`config.mk`:
```
export PLATFORM = sky130hd
export DESIGN_NAME = uart_tx
export DESIGN_NICKNAME = d
export VERILOG_FILES = /design/src/rtl/uart_pkg.sv /design/src/rtl/uart_baud_gen.sv /design/src/rtl/uart_tx.sv
export SDC_FILE = /design/constraint.sdc
export NUM_CORES = 1
export LEC_CHECK = 0
export CAP_MARGIN = 20
export CORE_MARGIN = 2
export CORE_UTILIZATION = 35
export DETAILED_ROUTE_END_ITERATION = 10
export PLACE_DENSITY = 0.53
export SLEW_MARGIN = 30
export SYNTH_ARGS = -nofsm -noshare
export SYNTH_HDL_FRONTEND = slang
export SYNTH_SLANG_ARGS = --single-unit
```
`constraint.sdc`:
```
create_clock -name clk -period 1.8 [get_ports clk]
set_input_delay 0.36 -clock clk [delete_from_list [all_inputs] [get_ports clk]]
set_output_delay 0.36 -clock clk [all_outputs]
set_load 0.02 [all_outputs]
```
`src/rtl/uart_pkg.sv`:
```
// uart_pkg: shared constants and FSM state encoding for the UART transmitter.
// Optional feature macro: UART_TX_PARITY_EN (adds the PARITY state, even parity).
package uart_pkg;

  localparam int unsigned DATA_BITS = 8;
  localparam int unsigned BIT_IDX_W = $clog2(DATA_BITS);
  localparam logic        IDLE_LEVEL = 1'b1;

`ifdef UART_TX_PARITY_EN
  localparam int unsigned STATE_W = 3;
  typedef enum logic [STATE_W-1:0] {
    IDLE   = 3'd0,
    START  = 3'd1,
    DATA   = 3'd2,
    STOP   = 3'd3,
    PARITY = 3'd4
  } state_t;
`else
  localparam int unsigned STATE_W = 2;
  typedef enum logic [STATE_W-1:0] {
    IDLE  = 2'd0,
    START = 2'd1,
    DATA  = 2'd2,
    STOP  = 2'd3
  } state_t;
`endif

endpackage

```
`src/rtl/uart_baud_gen.sv`:
```
// uart_baud_gen: bit-period counter for the UART transmitter.
// Ports:
//   clk   - system clock (rising edge)
//   rst   - synchronous active-high reset
//   clear - holds the counter at 0 (used while the transmitter is idle)
//   tick  - registered 1-cycle pulse during the cycle the count is BIT_CYCLES-1
module uart_baud_gen
  import uart_pkg::*;
#(
  parameter int unsigned BIT_CYCLES = 868
) (
  input  logic clk,
  input  logic rst,
  input  logic clear,
  output logic tick
);

  localparam int unsigned CNT_W = (BIT_CYCLES > 1) ? $clog2(BIT_CYCLES) : 1;
  localparam logic [CNT_W-1:0] LAST     = CNT_W'(BIT_CYCLES - 1);
  localparam logic [CNT_W-1:0] PRE_LAST = CNT_W'(BIT_CYCLES - 2);

  logic [CNT_W-1:0] cnt;

  // tick is registered one count early so it lines up with cnt == LAST
  always_ff @(posedge clk) begin
    if (rst || clear) begin
      cnt  <= '0;
      tick <= 1'b0;
    end else begin
      cnt  <= (cnt == LAST) ? '0 : cnt + CNT_W'(1);
      tick <= (cnt == PRE_LAST);
    end
  end

endmodule

```
`src/rtl/uart_tx.sv`:
```
// uart_tx: 8-bit asynchronous serial transmitter, LSB first, idle-high line.
// Frame is 8N1 by default; with UART_TX_PARITY_EN defined an even parity bit
// is inserted between data bit 7 and the stop bit (8E1).
// Ports:
//   clk      - system clock (rising edge)
//   rst      - synchronous active-high reset
//   tx_data  - byte to send, latched on accept
//   tx_valid - upstream has a byte on tx_data
//   tx_ready - block can accept a byte (accept = tx_valid && tx_ready)
//   tx_busy  - frame in progress (always ~tx_ready)
//   tx       - registered serial line output
module uart_tx
  import uart_pkg::*;
#(
  parameter int unsigned CLK_FREQ   = 100000000,
  parameter int unsigned BAUD       = 115200,
  parameter int unsigned BIT_CYCLES = CLK_FREQ / BAUD
) (
  input  logic       clk,
  input  logic       rst,
  input  logic [7:0] tx_data,
  input  logic       tx_valid,
  output logic       tx_ready,
  output logic       tx_busy,
  output logic       tx
);

  localparam logic [BIT_IDX_W-1:0] LAST_BIT = BIT_IDX_W'(DATA_BITS - 1);

  state_t                 state;
  logic [DATA_BITS-1:0]   shift;
  logic [BIT_IDX_W-1:0]   bit_cnt;
  logic                   tick;
  logic                   baud_clear;
`ifdef UART_TX_PARITY_EN
  logic                   parity_bit;
`endif

  // Counter is parked at 0 in IDLE so the start bit gets a full period
  assign baud_clear = (state == IDLE);

  uart_baud_gen #(
    .BIT_CYCLES(BIT_CYCLES)
  ) u_baud (
    .clk  (clk),
    .rst  (rst),
    .clear(baud_clear),
    .tick (tick)
  );

  // Frame sequencer; tx/tx_ready/tx_busy change on the same edge as the state
  always_ff @(posedge clk) begin
    if (rst) begin
      state    <= IDLE;
      shift    <= '0;
      bit_cnt  <= '0;
      tx       <= IDLE_LEVEL;
      tx_ready <= 1'b1;
      tx_busy  <= 1'b0;
`ifdef UART_TX_PARITY_EN
      parity_bit <= 1'b0;
`endif
    end else begin
      case (state)
        IDLE: begin
          if (tx_valid && tx_ready) begin
            shift    <= tx_data;
            bit_cnt  <= '0;
            tx       <= 1'b0;
            tx_ready <= 1'b0;
            tx_busy  <= 1'b1;
            state    <= START;
`ifdef UART_TX_PARITY_EN
            parity_bit <= ^tx_data;
`endif
          end
        end
        START: begin
          if (tick) begin
            tx    <= shift[0];
            state <= DATA;
          end
        end
        DATA: begin
          if (tick) begin
            if (bit_cnt == LAST_BIT) begin
`ifdef UART_TX_PARITY_EN
              tx    <= parity_bit;
              state <= PARITY;
`else
              tx    <= IDLE_LEVEL;
              state <= STOP;
`endif
            end else begin
              // next bit is shift[1] because the shift lands on this same edge
              tx      <= shift[1];
              shift   <= {1'b0, shift[DATA_BITS-1:1]};
              bit_cnt <= bit_cnt + BIT_IDX_W'(1);
            end
          end
        end
`ifdef UART_TX_PARITY_EN
        PARITY: begin
          if (tick) begin
            tx    <= IDLE_LEVEL;
            state <= STOP;
          end
        end
`endif
        STOP: begin
          if (tick) begin
            tx_ready <= 1'b1;
            tx_busy  <= 1'b0;
            state    <= IDLE;
          end
        end
        default: begin
          tx       <= IDLE_LEVEL;
          tx_ready <= 1'b1;
          tx_busy  <= 1'b0;
          state    <= IDLE;
        end
      endcase
    end
  end

endmodule

```
; ---- After elaboration in Yosys (flattened, before gate mapping)
; Cells that the tools add are included.
[word_totals]
register_bits = 27
input_bits = 11
out_inout_bits = 3
elab_cells = 57
[op_classes]
addsub = 2
n_eq_ne = 12
n_mux = 24
reduce_logical = 11
[op_table]
columns = operator, count
row1 = 2-to-1 mux 8 bit, 3
row2 = "equality test 10 bit, second input constant", 2
row3 = case mux 8 bit (2 select lines), 1
row4 = "adder 10 x 1 -> 10 bit, second input constant", 1
row5 = 2-to-1 mux 2 bit, 5
row6 = 2-to-1 mux 3 bit, 3
row7 = case mux 2 bit (4 select lines), 1
row8 = AND reduction 4 bit, 2
row9 = 2-to-1 mux 1 bit, 7
row10 = "inequality test 2 x 1 -> 1 bit, second input constant", 3
row11 = "inequality test 2 bit, second input constant", 3
row12 = case mux 3 bit (2 select lines), 1
row13 = AND reduction 5 bit, 1
row14 = "equality test 2 bit, second input constant", 2
row15 = case mux 1 bit (2 select lines), 2
row16 = nonzero test 2 bit, 2
row17 = "adder 3 x 1 -> 3 bit, second input constant", 1
row18 = "equality test 3 bit, second input constant", 1
row19 = case mux 1 bit (3 select lines), 1
row20 = AND reduction 3 bit, 1
row21 = nonzero test 3 bit, 1
row22 = "equality test 2 x 1 -> 1 bit, second input constant", 1
row23 = logical NOT 2 bit, 1
row24 = OR reduction 2 bit, 1
row25 = 2 further kinds, 2

; ---- Depth between registers and ports, before layout
; Gate-level depths: netlist (run 1).
[depth]
ltp_word = 4
mapped_depth = 8
ltp_nobuf = 6

; ---- Hierarchy
; Synthesis (run 1) repeated with hierarchy kept, for this count alone.
[unflattened]
cells_unflattened = 152
hier_area_um2 = 1530.2
[by_module_without_submodules]
columns = module, instances, cells_per_inst, area_per_inst_um2, seq_area_each_um2
row1 = uart_tx, 1, 101, 1044.8, 320.3
row2 = uart_baud_gen, 1, 51, 485.5, 220.2

; ---- Worst setup path after synthesis (run 1)
; Ideal clock, no wire load.
[synth_path]
kind = register to register
from = register state[0]
to = register bit_cnt[1]
setup_time_ns = 0.116
arrival_time_ns = 1.497
required_time_ns = 1.684
path_slack_ns = 0.187
stages_incl_launch_ff = 9
n_path_buf = 2
period_less_slack_ns = 1.613
cell_sequence = dfxtp_1 inv_1 ha_1 buf_2 nand2b_1 a21oi_1 buf_2 nor3b_1 a41o_1
[synth_between]
elab_chain_len = 3
elab_cells_between_ends = 8
classes_between = 4 x eq/ne / 1 x mux / 3 x reduce/logical
[synth_rtl]
columns = element, line
row1 = from (decl), uart_tx.sv:30  ; state_t state;
row2 = from (signal assigned), uart_tx.sv:54  ; state <= IDLE;
row3 = from (signal assigned), uart_tx.sv:72  ; state <= START;
row4 = from (signal assigned), uart_tx.sv:81  ; state <= DATA;
row5 = equality test 2 bit or logical NOT 2 bit (tied branches), uart_tx.sv:64  ; case (state)
row6 = inequality test 2 bit (no line) (tied with other cells), n/a
row7 = AND reduction 4 bit (no line), n/a
row8 = to (signal assigned), uart_tx.sv:98  ; bit_cnt <= bit_cnt + BIT_IDX_W'(1);
row9 = to (decl), uart_tx.sv:32  ; logic [BIT_IDX_W-1:0] bit_cnt;
; Parallel ways exist; a longest one is shown, timed or not.
; A chain may end at the register's enable or synchronous reset.

; ---- Worst setup path after layout (run 1)
[layout_path]
from = register state[1]
to = register bit_cnt[0]
; Same word-level chain as after synthesis.

==> flow_metrics.py, run 1 <==
metrics = {
    "outcome": {
        "outcome": "completed",
    },
    "floorplanning": {
        "ioPinCount": 14,
        "core_um2": 3660,
        "fp.dieH_um": 65.5,
        "die_area_um2": 4290,
        "initial_core_util_pct": 36.2,
        "die_w_um": 65.5,
        "rows": 22,
    },
    "synthesis": {
        "synth_edf_count": 0,
        "synth_seq_cells": 27,
        "yosysSeqAreaShare_pct": 40.8,
        "syn_nets": 167,
        "async_flop_share_pct": 0,
        "syn-instance-count": 147,
        "synthFlopType": "dfxtp_1",
        "syn_area_um2": 1320,
        "yosysWarnings": 0,
        "synth_area_per_cell_um2": 9.01,
        "netlist-cell-type-count": 35,
    },
    "critical_path": {
        "worst_setup_path_end_kind": "register",
        "path_class": "register to register",
        "crit_fanout": 8,
        "cp.required_ns": 2.00,
        "arrival_ns": 1.83,
        "r2r-start": "state[1]",
        "regToRegSetupSlack_ns": 0.17,
        "startpoint_type": "register",
        "rr_endpoint": "bit_cnt[0]",
        "r2r_cells": 7,
    },
    "global_route": {
        "grt_pass1_wl_mm": 4.36,
        "grt-ovfl-total": 0,
        "grt_usage_pct": 12.9,
        "antenna_found_initial": 0,
        "grt_max_degree": 21,
        "first_global_vias": 1004,
    },
    "pwr": {
        "seqPwrFrac_pct": 38.6,
        "p_comb_share_pct": 45.9,
        "intPower_mw": 1.39,
        "swShare_pct": 36.7,
        "clkPwrFrac_pct": 15.5,
        "ir_drop_mv": 0.417,
        "p_per_area_nw_per_um2": 1370,
        "power.leakage_nw": 0.597,
        "switching_power_mw": 0.807,
    },
    "clock_network": {
        "clk_pin_slew_ns": 0.09,
        "ctsLongestPathBuffers": 2,
        "clockRootBuffer": "clkbuf_8",
        "tritoncts": "yes",
        "hold_buffers": 0,
        "h-tree-depth": 1,
        "cts_setup_buffers": 0,
        "numClockSinks": 27,
        "clkLatencyLatePin_ns": 0.27,
        "cts_buffers": 3,
    },
    "layout": {
        "nNetsFinal": 186,
        "antenna_cells": 0,
        "multi_input_area_um2": 731,
        "layout-drive-gt1-share_pct": 12.1,
        "fillers": 350,
        "seq_area_um2": 541,
        "syn_to_final_growth_pct": 21.0,
    },
    "placement": {
        "hpwl_mm": 1.82,
        "port_buffers": 13,
        "routabilityCongestion": 0.819,
    },
    "timing": {
        "finalSetupViolations": 0,
        "tns_ns": 0,
        "slew_violations": 0,
        "fin_worst_skew_ns": 0.00693,
        "hold_ws_ns": 0.480,
        "period_minus_slack_ns": 1.63,
        "hold_viol": 0,
        "slew_headroom_pct": 74.7,
        "max_slew.worst_pin.slew_ns": 0.375,
        "fin_crit_sh_pct": 90.5,
        "max_freq_mhz": 614,
        "rsz0062_at_grt": "no",
    },
    "routing": {
        "vias_per_cell": 4.91,
        "wirelength_mm": 2.38,
        "drc": 0,
        "ant_nets": 0,
        "wl_per_cell_um": 11.2,
        "vias": 1045,
        "drt_first_pass_iters": 4,
        "drtIter0Drc": 40,
    },
    "hold_path": {
        "whs_path_depth": 2,
        "min_from": "bit_cnt[2]",
        "worst_hold_path_type": "register to register",
        "min_to": "bit_cnt[2]",
    },
    "job": {
        "cap_violations": 0,
    },
}
[how the worst max path moves through the flow]
stage                     cells after the start  slack, ns        from         end
after floorplan                               8       0.19    state[0]  bit_cnt[1]
after global placement                        6       0.12    state[1]    state[0]
after detailed placement                      6       0.10    state[1]    state[0]
after CTS                                     6        0.1    state[1]    state[0]
after global routing                          7       0.02  bit_cnt[0]    shift[6]
final                                         7       0.17    state[1]  bit_cnt[0]
[layout by cell type (no fill, tap or decap), types with 2 or more instances in the layout]
master,instances
nand2_1,6
o21ai_0,3
a21oi_2,2
nor3_1,3
mux2i_1,8
ha_1,8
nor4_1,2
a211oi_1,7
dfxtp_1,27
nand3b_1,2
clkdlybuf4s50_1,13
a21oi_1,5
xor2_1,4
nand3_1,5
inv_1,6
xnor2_1,4
nor2_1,27
clkbuf_8,3
buf_4,7
nand2b_1,5
[critical path, stage by stage (launching register included)]
cell	delay [ns]
dfxtp_1	0.43
inv_1	0.09
ha_1	0.23
a21boi_2	0.18
buf_4	0.17
nor4b_1	0.28
a31oi_1	0.07
a21oi_1	0.12
[cell usage after synthesis, types with 2 or more instances]
cell type,instances,area (um2)
nand3_1,5,25.0
nand2b_1,5,31.3
nand3b_1,2,15.0
nor4_1,2,12.5
mux2i_1,8,80.1
nor3_1,3,15.0
buf_2,4,20.0
a21oi_1,7,35.0
ha_1,9,113
xor2_1,4,35.0
inv_1,6,22.5
xnor2_1,4,35.0
dfxtp_1,27,541
nor2_1,27,101
nand2_1,6,22.5
o21ai_0,3,15.0
a211oi_1,7,52.6
[area by class of cell]
class                   instances  area share, %
multi-input cells             107           45.6
flip-flops and latches         27           33.7
repair buffers                 21           12.7
well taps                      48           3.75
clock buffers                   4           2.81
inverters                       6           1.41
[sequential cells by signal, indices dropped and copies added, names as in the netlist]
| signal | count |
|---|---|
| u_baud.cnt | 10 |
| u_baud.tick | 1 |
| tx_ready | 1 |
| tx_busy | 1 |
| state | 2 |
| tx | 1 |
| shift | 8 |
| bit_cnt | 3 |
[cell families (layout without fill, tap and decap cells)]
group	after synthesis	in the layout	share of synthesized area, %
compound gates	25	25	13.2
xor+xnor	8	8	5.29
fa+ha+maj	9	9	8.51
buf+inv	13	31	4.73
flops	27	27	40.8
mux	8	8	6.05
simple gates	57	57	21.4
[per-layer routing]
metal / track usage [%] / vias up / share of wire, %
met2: 21.6 / 10 / 48
met5: 0 / - / 0
met4: 5.47 / 0 / 0.71
li1: - / 549 / -
met3: 2.05 / 2 / 2.4
met1: 16.5 / 484 / 48
[power by group through the flow]
stage          sequential, mW  clock [mW]  combinational, mW
6_report                0.849       0.341               1.01
5_1_grt                 0.873       0.388               1.14
4_1_cts                 0.850       0.353               1.00
3_5_place_dp            0.864           0              0.999
3_3_place_gp            0.854           0              0.984
2_1_floorplan           0.880           0              0.644
[repair_timing]
action	4_1_cts	5_1_grt
resized for setup	0	3
setup endpoints to repair	0	7
endpoints found under the hold margin	0	0
[per-stage QoR]
step / setup WS, ns / utilization (%) / cell area [um2] / std cells / total power [mW]
global placement: 0.121 / 42.2 / 1550 / 209 / 1.84
CTS: 0.0960 / 43.5 / 1590 / 213 / 2.20
finish: 0.172 / 43.7 / 1600 / 213 / 2.20
global route: 0.0218 / 43.7 / 1600 / 213 / 2.40
floorplan: 0.187 / - / 1320 / 147 / 1.52
detailed placement: 0.103 / 42.2 / 1550 / 209 / 1.86
No activity file was read; power rests on OpenSTA's default activity.
==> run 2: changes to the inputs <==
--- a/config.mk
+++ b/config.mk
@@ -5,6 +5,7 @@
 export SDC_FILE = /design/constraint.sdc
 export NUM_CORES = 1
 export LEC_CHECK = 0
+export ABC_CLOCK_PERIOD_IN_PS = 1800
 export CAP_MARGIN = 20
 export CORE_MARGIN = 2
 export CORE_UTILIZATION = 35
==> results of run 2 <==
The final DEF is identical to that of run 1; final timing and power are the same.
